[src/rtl/cru_pkg.sv]
// cru_pkg -- shared constants for the TI CRU bit bank.
//   CRU_PREFIX   : value addr[0:3] must carry for a CRU bank access
//   CRU_IDX_W    : width of the bit index field addr[8:14]
//   CRU_MAX_BITS : largest bank the index field can address
package cru_pkg;

  localparam logic [3:0] CRU_PREFIX   = 4'b0001;
  localparam int         CRU_IDX_W    = 7;
  localparam int         CRU_MAX_BITS = 128;

endpackage

[src/rtl/cru_bank_if.sv]
// cru_bank_if -- TI CPU side of the CRU bus as seen by a CRU bit bank.
//   ti_cru_clk   : CRU write strobe, active low, asynchronous to clk
//   ti_memen     : high when the bus cycle is not a memory cycle
//   addr[0:14]   : TI address bus, addr[0] is the most significant bit
//   ti_cru_out   : CRU write data from the CPU
//   ti_cru_in    : CRU read data to the CPU
//   ti_cru_in_oe : drive enable for ti_cru_in (tri-state lives at the top)
// Modports: master = CPU / bus model, slave = CRU bank.
interface cru_bank_if;

  logic        ti_cru_clk;
  logic        ti_memen;
  logic [0:14] addr;
  logic        ti_cru_out;
  logic        ti_cru_in;
  logic        ti_cru_in_oe;

  modport master (
    output ti_cru_clk, ti_memen, addr, ti_cru_out,
    input  ti_cru_in, ti_cru_in_oe
  );

  modport slave (
    input  ti_cru_clk, ti_memen, addr, ti_cru_out,
    output ti_cru_in, ti_cru_in_oe
  );

endinterface

[src/rtl/cru_sync_edge.sv]
// cru_sync_edge -- three-flop synchronizer plus falling-edge detector for
// an asynchronous active-low strobe.
//   clk     : system clock
//   reset   : synchronous active-high reset
//   async_i : asynchronous input (idle high)
//   fall_o  : one-clk pulse per high-to-low transition of async_i
module cru_sync_edge (
  input  logic clk,
  input  logic reset,
  input  logic async_i,
  output logic fall_o
);

  logic s1_q, s2_q, s3_q;
  // live_q: s1_q holds a real sample of async_i (not its reset value).
  // armed_q: a real high level has entered the chain since reset, so any
  // high seen in s3_q from now on came from the input. This keeps a strobe
  // that is already low when reset releases from looking like a new edge.
  logic live_q, armed_q;

  always_ff @(posedge clk) begin
    if (reset) begin
      s1_q    <= 1'b1;
      s2_q    <= 1'b1;
      s3_q    <= 1'b1;
      live_q  <= 1'b0;
      armed_q <= 1'b0;
    end else begin
      s1_q    <= async_i;
      s2_q    <= s1_q;
      s3_q    <= s2_q;
      live_q  <= 1'b1;
      armed_q <= armed_q | (live_q & s1_q);
    end
  end

  assign fall_o = s3_q & ~s2_q & armed_q;

endmodule

[src/rtl/cru_bank.sv]
// cru_bank -- bank of NBITS CRU output bits on the TI CRU bus.
//   clk, reset    : system clock, synchronous active-high reset
//   cru_base      : bank select, compared with addr[4:7]
//   bus           : TI CRU bus (slave modport of cru_bank_if)
//   status_in     : external status returned for READBACK_MASK bits
//   bits          : current latched bit values
//   bit_wr        : one-clk pulse on each accepted write
//   bit_wr_idx    : index of the last accepted write
// Parameters: PULSE_MASK bits auto-clear after PULSE_LEN clks;
// READBACK_MASK bits read back status_in instead of the latch.
module cru_bank
  import cru_pkg::*;
#(
  parameter int               NBITS         = 8,
  parameter logic [NBITS-1:0] PULSE_MASK    = '0,
  parameter int               PULSE_LEN     = 4,
  parameter logic [NBITS-1:0] READBACK_MASK = '0
) (
  input  logic                 clk,
  input  logic                 reset,
  input  logic [3:0]           cru_base,
  cru_bank_if.slave            bus,
  input  logic [NBITS-1:0]     status_in,
  output logic [NBITS-1:0]     bits,
  output logic                 bit_wr,
  output logic [CRU_IDX_W-1:0] bit_wr_idx
);

  localparam logic [7:0] PULSE_LEN_C = 8'(PULSE_LEN);

  logic [3:0]           addr_pfx;
  logic [3:0]           addr_base;
  logic [CRU_IDX_W-1:0] addr_idx;
  logic                 match;
  logic                 strobe;
  logic                 wr_fire;

  logic [NBITS-1:0]     bits_q, bits_d;
  logic                 bit_wr_q;
  logic [CRU_IDX_W-1:0] bit_wr_idx_q;
  logic                 cru_in_q, cru_in_d;
  logic                 cru_in_oe_q;
  logic [NBITS-1:0]     rd_vec;

  // addr is declared [0:14]; these slices keep addr[0] as the MSB.
  assign addr_pfx  = bus.addr[0:3];
  assign addr_base = bus.addr[4:7];
  assign addr_idx  = bus.addr[8:14];

  assign match = (addr_pfx == CRU_PREFIX) && (addr_base == cru_base) &&
                 (32'(addr_idx) < NBITS);

  cru_sync_edge u_sync (
    .clk     (clk),
    .reset   (reset),
    .async_i (bus.ti_cru_clk),
    .fall_o  (strobe)
  );

  // The address and data are held stable by the CPU while ti_cru_clk is
  // low, so they can be sampled directly on the synchronized strobe edge.
  assign wr_fire = strobe & match;

  genvar gi;
  generate
    for (gi = 0; gi < NBITS; gi++) begin : g_bit
      logic hit;
      assign hit = wr_fire && (addr_idx == CRU_IDX_W'(gi));

      if (PULSE_MASK[gi]) begin : g_pulse
        logic [7:0] cnt_q, cnt_d;
        logic       bit_nx;

        // A write always wins over expiry; writing 0 kills the pulse.
        always_comb begin
          bit_nx = bits_q[gi];
          cnt_d  = cnt_q;
          if (hit) begin
            bit_nx = bus.ti_cru_out;
            cnt_d  = bus.ti_cru_out ? PULSE_LEN_C : 8'd0;
          end else if (cnt_q != 8'd0) begin
            cnt_d = cnt_q - 8'd1;
            if (cnt_q == 8'd1) begin
              bit_nx = 1'b0;
            end
          end
        end

        always_ff @(posedge clk) begin
          if (reset) begin
            cnt_q <= 8'd0;
          end else begin
            cnt_q <= cnt_d;
          end
        end

        assign bits_d[gi] = bit_nx;
      end else begin : g_level
        assign bits_d[gi] = hit ? bus.ti_cru_out : bits_q[gi];
      end
    end
  endgenerate

  // Per-bit read source: status for readback bits, latch for the rest.
  assign rd_vec = (READBACK_MASK & status_in) | (~READBACK_MASK & bits_q);

  always_comb begin
    cru_in_d = 1'b0;
    for (int i = 0; i < NBITS; i++) begin
      if (addr_idx == CRU_IDX_W'(i)) begin
        cru_in_d = rd_vec[i];
      end
    end
    if (!match) begin
      cru_in_d = 1'b0;
    end
  end

  always_ff @(posedge clk) begin
    if (reset) begin
      bits_q       <= '0;
      bit_wr_q     <= 1'b0;
      bit_wr_idx_q <= '0;
      cru_in_q     <= 1'b0;
      cru_in_oe_q  <= 1'b0;
    end else begin
      bits_q      <= bits_d;
      bit_wr_q    <= wr_fire;
      cru_in_q    <= cru_in_d;
      cru_in_oe_q <= bus.ti_memen & match;
      if (wr_fire) begin
        bit_wr_idx_q <= addr_idx;
      end
    end
  end

  assign bits             = bits_q;
  assign bit_wr           = bit_wr_q;
  assign bit_wr_idx       = bit_wr_idx_q;
  assign bus.ti_cru_in    = cru_in_q;
  assign bus.ti_cru_in_oe = cru_in_oe_q;

endmodule

[src/flat_wrapper.sv]
// flat-port wrapper written by rule: the top's interface ports become plain ports
module cru_bank_flat import cru_pkg::*;
#(
  parameter int               NBITS         = 8,
  parameter logic [NBITS-1:0] PULSE_MASK    = '0,
  parameter int               PULSE_LEN     = 4,
  parameter logic [NBITS-1:0] READBACK_MASK = '0
)
  (clk, reset, cru_base, status_in, bits, bit_wr, bit_wr_idx, bus_ti_cru_clk, bus_ti_memen, bus_addr, bus_ti_cru_out, bus_ti_cru_in, bus_ti_cru_in_oe);
  cru_bank_if bus_i ();
  input  logic clk;
  input  logic reset;
  input  logic [3:0] cru_base;
  input  logic [NBITS-1:0] status_in;
  output logic [NBITS-1:0] bits;
  output logic bit_wr;
  output logic [CRU_IDX_W-1:0] bit_wr_idx;
  input wire logic [$bits(bus_i.ti_cru_clk)-1:0] bus_ti_cru_clk;
  input wire logic [$bits(bus_i.ti_memen)-1:0] bus_ti_memen;
  input wire logic [$bits(bus_i.addr)-1:0] bus_addr;
  input wire logic [$bits(bus_i.ti_cru_out)-1:0] bus_ti_cru_out;
  output wire logic [$bits(bus_i.ti_cru_in)-1:0] bus_ti_cru_in;
  output wire logic [$bits(bus_i.ti_cru_in_oe)-1:0] bus_ti_cru_in_oe;
  assign bus_i.ti_cru_clk = bus_ti_cru_clk;
  assign bus_i.ti_memen = bus_ti_memen;
  assign bus_i.addr = bus_addr;
  assign bus_i.ti_cru_out = bus_ti_cru_out;
  assign bus_ti_cru_in = bus_i.ti_cru_in;
  assign bus_ti_cru_in_oe = bus_i.ti_cru_in_oe;
  cru_bank #(.NBITS(NBITS), .PULSE_MASK(PULSE_MASK), .PULSE_LEN(PULSE_LEN), .READBACK_MASK(READBACK_MASK)) u_core (.clk(clk), .reset(reset), .cru_base(cru_base), .bus(bus_i), .status_in(status_in), .bits(bits), .bit_wr(bit_wr), .bit_wr_idx(bit_wr_idx));
endmodule
[config.mk]
export PLATFORM = sky130hd
export DESIGN_NAME = cru_bank_flat
export DESIGN_NICKNAME = d
export VERILOG_FILES = /design/src/rtl/cru_pkg.sv /design/src/rtl/cru_bank_if.sv /design/src/rtl/cru_sync_edge.sv /design/src/rtl/cru_bank.sv /design/src/flat_wrapper.sv
export SDC_FILE = /design/constraint.sdc
export NUM_CORES = 1
export LEC_CHECK = 0
export CAP_MARGIN = 5
export CORE_ASPECT_RATIO = 1.25
export CORE_MARGIN = 2
export CORE_UTILIZATION = 36
export CTS_CLUSTER_SIZE = 30
export DETAILED_ROUTE_END_ITERATION = 10
export HOLD_SLACK_MARGIN = 0.1
export PLACE_DENSITY = 0.75
export RECOVER_POWER = 25
export SYNTH_ARGS = -nofsm -noshare
export SYNTH_HDL_FRONTEND = slang
export SYNTH_SLANG_ARGS = --single-unit
[constraint.sdc]
create_clock -name clk -period 2 [get_ports clk]
set_input_delay 0.3 -clock clk [delete_from_list [all_inputs] [get_ports clk]]
set_output_delay 0.3 -clock clk [all_outputs]
set_load 0.05 [all_outputs]
## Word-level counts from Yosys, hierarchy flattened

Index checks and enable logic that the tools add are counted.

| word-level totals | value |
|---|---|
| bits in registers | 23 |
| bits in latches | 0 |
| memory bits (writable) | 0 |
| ROM bits | 0 |
| input bits | 32 |
| memories kept | 0 |

| operators by class | value |
|---|---|
| add/sub/neg operators | 0 |
| multiply operators | 0 |
| div/mod/pow operators | 0 |
| $lt $le $gt $ge | 1 |
| equality and inequality tests | 9 |
| shifts and indexed selects | 0 |
| multiplexer cells | 9 |
| bitwise gates (word level) | 8 |
| reductions and logical operators | 12 |

Operator list:

| operator | count |
|---|---|
| 7-bit by 3-bit equality test with 1-bit output (second input constant) | 4 |
| 7-bit by 2-bit equality test with 1-bit output (second input constant) | 2 |
| 1-bit logical AND | 10 |
| 1-bit 2-to-1 mux | 9 |
| 7-bit by 1-bit equality test with 1-bit output (second input constant) | 1 |
| 7-bit logical NOT | 1 |
| 7-bit by 4-bit < comparator with 1-bit output (second input constant) | 1 |
| 1-bit AND | 5 |
| 4-bit by 1-bit equality test with 1-bit output (second input constant) | 1 |
| 4-bit equality test | 1 |
| 1-bit NOT | 2 |
| 2-bit OR reduction | 1 |
| 1-bit bitwise OR | 1 |

## Longest topological paths before layout

Gate-level depths: netlist (run 1).

| depth | value |
|---|---|
| depth after elaboration | 9 |
| gate-level depth with buffers | 5 |
| mapped depth without buffers | 4 |

## By module

Synthesis (run 1) repeated with hierarchy kept, for this count alone.

| second synthesis, totals | value |
|---|---|
| cell total of the unflattened synthesis | 108 |
| area, all modules | 1,066.0 sq um |

By module, submodules not included:

| module | instances | cells an instance | area each (sq um) | sequential area each (sq um) |
|---|---|---|---|---|
| cru_bank | 1 | 95 | 927.1 | 360.3 |
| cru_sync_edge | 1 | 13 | 138.9 | 100.1 |

## Worst setup path before layout (run 1)

No wires, ideal clock.

| timing | value |
|---|---|
| kind | input to register |
| from | in bus_addr[6] |
| to | reg u_core.bits_q[3], in the netlist u_core.bits[3] |
| setup time | 0.131 ns |
| data arrival time | 1.903 ns |
| required time | 1.869 ns |
| setup slack | -0.034 ns |
| stages | 5 |
| path buffers | 1 |
| cells stage by stage | or4_4 -> or4_4 -> buf_6 -> o311ai_1 -> o41ai_1 |

| on the way | value |
|---|---|
| cells in the longest elaborated chain, start to end | 4 |

RTL lines:

| item | RTL line | source |
|---|---|---|
| from (decl) | flat_wrapper.sv:20 | `input wire logic [$bits(bus_i.addr)-1:0] bus_addr;` |
| 7-bit by 4-bit < comparator with 1-bit output | cru_bank.sv:51 | `(32'(addr_idx) < NBITS);` |
| 1-bit logical AND | cru_bank.sv:50 | `assign match = (addr_pfx == CRU_PREFIX) && (addr_base == cru_base) &&` |
| 1-bit AND | cru_bank.sv:62 | `assign wr_fire = strobe & match;` |
| 1-bit logical AND * | cru_bank.sv:68 | `assign hit = wr_fire && (addr_idx == CRU_IDX_W'(gi));` |
| to (signal assigned) | cru_bank.sv:127 | `bits_q <= bits_d;` |
| to (decl) | cru_bank.sv:38 | `logic [NBITS-1:0] bits_q, bits_d;` |

Mark *: on every way between the ends. The rest lies on a longest branch, timed or not.
A chain may end at the register's enable or synchronous reset.

## Final worst setup path (run 1)

| timing | value |
|---|---|
| from | in bus_addr[3] |
| to | reg u_core.bits_q[2], in the netlist u_core.bits[2] |

The elaborated chain is that of the path after synthesis.

==> results of run 1 <==
metrics by stage:
step,power [mW],hold WS (ps)
global route,0.8418,480.9
finish,0.7973,464.7
global placement,0.5852,423.6
floorplan,0.5150,403.8
detailed placement,0.5884,433.8
CTS,0.7985,466.6
cell usage after synthesis, types with 3 or more instances:
cell type	number
nand2_1	5
nand4_1	4
nand4b_1	3
o311ai_0	3
dfxtp_1	23
xor2_1	4
nor3b_1	5
nor2_1	3
o31ai_1	3
or2_2	3
nor3_1	5
o41ai_1	5
nand3_1	4
mux2i_1	4
a21oi_1	4
clkbuf_1	6
kinds of logic after synthesis:
logic type	synth area share, %
AO/OA/AOI/OAI	15.17
flip-flops	44.66
multiplexers	6.068
buffers and inverters	4.004
AND/OR/NAND/NOR	26.70
XOR/XNOR	3.398
cells in the final DEF, fill, tap and decap left out, types with 2 or more instances in the layout:
cell,Yosys,routed
clkdlybuf4s50_1,0,36
dfxtp_1,23,23
buf_4,0,10
nand2_1,5,5
nor3_1,5,5
nor3b_1,5,5
xor2_1,4,4
nand3_1,4,4
mux2i_1,4,4
nand4_1,4,4
a21oi_1,4,4
or2_2,3,4
clkbuf_4,0,4
dlymetal6s2s_1,0,4
nand4b_1,3,3
or4_4,2,3
nor2_1,3,3
o311ai_2,0,3
o31ai_1,3,3
o41ai_1,5,2
nor4_1,2,2
mux2_2,2,2
o41ai_2,0,2
clkbuf_1,6,2
power by group:
| group | internal [mW] | switching (mW) | leakage, nW |
|---|---|---|---|
| Sequential | 0.463 | 0.00249 | 0.186 |
| Combinational | 0.0647 | 0.0556 | 0.448 |
| Clock | 0.0746 | 0.137 | 0.0177 |
final cells by class:
| class | instances | share of cell area (%) |
|---|---|---|
| multi-input cells | 76 | 37.11 |
| repair buffers | 55 | 31.07 |
| flip-flops and latches | 23 | 27.42 |
| well taps | 34 | 2.534 |
| clock buffers | 3 | 1.341 |
| clock inverters | 1 | 0.2981 |
| inverters | 1 | 0.2235 |
repair_timing:
action / in CTS / in global routing
hold buffers: 0 / 0
resized for setup: 4 / 16
setup endpoints to repair: 6 / 7
pin swaps: 1 / 6
cloned: 0 / 2
per-layer routing:
metal  part of all wire [%]  up-vias
li1                       -      523
met1                     39      531
met2                     54       43
met3                    6.2        4
met4                    1.0        0
met5                      0        -
worst reg2reg max path, stage by stage, from the launching register on:
cell	delay, ps
dfxtp_1	330
and3b_1	360
nand3_1	240
o311ai_4	380
o41ai_4	140
sequential cells by signal (all words and copies together) (netlist names):
signal                   count
u_core.bit_wr                1
u_core.u_sync.s1_q           1
u_core.bus.ti_cru_in         1
u_core.bus.ti_cru_in_oe      1
u_core.bits                  8
u_core.u_sync.armed_q        1
u_core.u_sync.live_q         1
u_core.bit_wr_idx            7
u_core.u_sync.s3_q           1
u_core.u_sync.s2_q           1
final timing paths:
| path | from | to | slack (ps) | cells after the start |
|---|---|---|---|---|
| hold / removal | u_core.u_sync.s1_q | u_core.u_sync.s2_q | 460 | 1 |
| setup / recovery | bus_addr[3] | u_core.bits[2] | 90 | 5 |
| hold reg to reg | u_core.u_sync.s1_q | u_core.u_sync.s2_q | 460 | 1 |
| setup reg to reg | u_core.u_sync.s2_q | u_core.bits[2] | 440 | 4 |
==> results.rst, run 1 <==
.. list-table::
   :header-rows: 1

   * - Metric
     - Value
   * - Run status
     - finished, final reports clean
   * - Max-capacitance violation count
     - 0
   * - Global-route wire length before repair
     - between 4000 and 5000 microns
   * - Die height
     - ~64 microns
   * - Die Footprint
     - about 3300 sq um
   * - Setup WS post-layout
     - 89.68 ps
   * - Layer with the highest usage
     - met2
   * - Clock latency reported for the late side of the worst-skew pair
     - slightly above 300 ps
   * - Relative slew slack
     - about three fifths
   * - Number of synthesized flops with an enable pin
     - 0
   * - Share of post-route cells with drive strength above 1
     - about a fifth
   * - Total routed wirelength
     - ~3000 microns
   * - Max H-tree Level
     - 1
   * - Cells after synthesis
     - ~110
   * - Crit-path leading delay family
     - simple AND/OR/NAND/NOR gates
   * - Crit end category
     - flip-flop
   * - Clock-pin slew reported for the worst setup and hold paths after clock tree synthesis
     - between 100 and 150 ps
   * - Clock buffer count from CTS
     - 3
   * - Iteration-0 DRC count of the detailed router
     - 22
   * - Cell area after placement
     - roughly 1600 sq um
   * - Clock tree from TritonCTS
     - built
   * - Setup slack at placement
     - -489.6 ps
   * - Most used DFF post-synth
     - dfxtp_1
   * - # placed instances
     - ~190
   * - Vias post-DR
     - around 1.1k
   * - Met1 Use GR
     - 20.20%
   * - Clock period minus final worst setup slack
     - ~1900 ps
   * - Maximum number of pins on one net before global-route repair
     - 14
   * - Post-synthesis area per instance
     - between 9 and 10 sq um
   * - Most repeated library cell on the critical path
     - or4_4
   * - Endpoint required time on the critical path
     - approximately 2200 ps
   * - Via count of the first global-routing pass
     - 1,030
   * - Synth warn
     - 0
   * - Pre-Repair DR Iteration Count
     - 4
   * - Register area
     - ~460 sq um
   * - Transition time of the tightest slew-check pin
     - 595.7 ps
   * - Clock tree skew after final layout
     - roughly 2.3 ps
   * - Mapped Area
     - 1031 sq um
   * - Number of diodes
     - 0
   * - Post-Synthesis Net Count
     - approximately 140
   * - Ports placed on the boundary
     - 50
   * - Placeable core region
     - roughly 2700 sq um
   * - Buffer count from post-CTS setup fixing
     - 0
   * - Largest vdd supply drop
     - around 0.00037 V
   * - Global Route met2 Usage
     - 31.33%
   * - Met3 GRT Util
     - 3.271%
   * - Total number of placement rows
     - 21
   * - Effective utilization at floorplan
     - about two fifths
   * - Non-Filler Instances
     - about 190
   * - Post-detailed-route DRC marker count
     - 0
   * - Slowest Stage Delay on Critical Path
     - just over 600 ps
   * - Worst setup SP type
     - input port
   * - Final hold viol count
     - 0
   * - Post-DRT Antenna Nets
     - 0
   * - PwrDens
     - around 470 nW/um^2
   * - Clock sinks
     - 23
   * - Layout Utilization
     - 62.04%
   * - Cell-by-cell listing of the critical path
     - dlymetal6s2s_1 > or4_4 > or4_4 > buf_6 > o41ai_4
   * - Synth cell types
     - 34
   * - Fin. max-slew vios
     - 0
   * - Ratio of final minimum period to clock period
     - a little over nine tenths
   * - Weighted congestion at the end of routability-driven global placement
     - about 0.83
   * - Number of buffers on the longest clock path
     - 2
   * - Combined area of the multi-input logic cells
     - ~620 sq um
   * - Total congestion overflow
     - 0
   * - Setup TNS
     - 0 ps
   * - Synth top area cells
     - dfxtp_1 (45%), o41ai_1 (4.2%), mux2i_1 (3.9%)
   * - Buffer cell driving the clock tree root
     - clkbuf_4
   * - Area leader, netlist
     - dfxtp_1
   * - Average via count per standard cell
     - approximately 5.7
   * - Count of buffers inserted at the top-level ports
     - slightly above 40
   * - Highest Clock Rate
     - between 500 and 600 MHz
   * - Fill cell total of the finished layout
     - 230
   * - Initial antenna violation count
     - 0
   * - Worst Path Arrival
     - 2120 ps
   * - Share of flip-flops with an asynchronous set or reset
     - 0%
   * - Area share of the largest cell type after synthesis
     - between 40% and 50%
   * - Worst hold path type
     - reg -> reg
   * - Setup CP Type
     - in -> reg
   * - Post-DR wirelength/cell
     - 15.58 microns
   * - Crit Path Max Fanout
     - 6
   * - Sum of buffers and inverters on the critical path
     - 2
   * - Pleak
     - around 0.65 nW
   * - Post-route design area
     - approximately 1700 sq um
   * - Final layout net count
     - approximately 190
   * - Total GRT Usage
     - between 10% and 20%
   * - Die width
     - 51.87 microns
   * - Proportion of synthesized chip area in sequential cells
     - between 40 and 50%
   * - Final HPWL from detailed placement
     - around 2100 microns
   * - Setup violators final
     - 0
   * - Slowest CP cell
     - or4_4
   * - Setup repair after global routing missed its margin
     - false
   * - Layout overhead on the synthesized area
     - 62.86%
   * - Flop and latch count out of synthesis
     - 23
Power figures use the tool's default switching activity.
==> run 2: changes to the inputs <==
--- a/config.mk
+++ b/config.mk
@@ -5,7 +5,7 @@
 export SDC_FILE = /design/constraint.sdc
 export NUM_CORES = 1
 export LEC_CHECK = 0
-export CAP_MARGIN = 5
+export CAP_MARGIN = 30
 export CORE_ASPECT_RATIO = 1.25
 export CORE_MARGIN = 2
 export CORE_UTILIZATION = 36
==> results of run 2 <==
Final layout, timing and power as in run 1 (identical DEF).
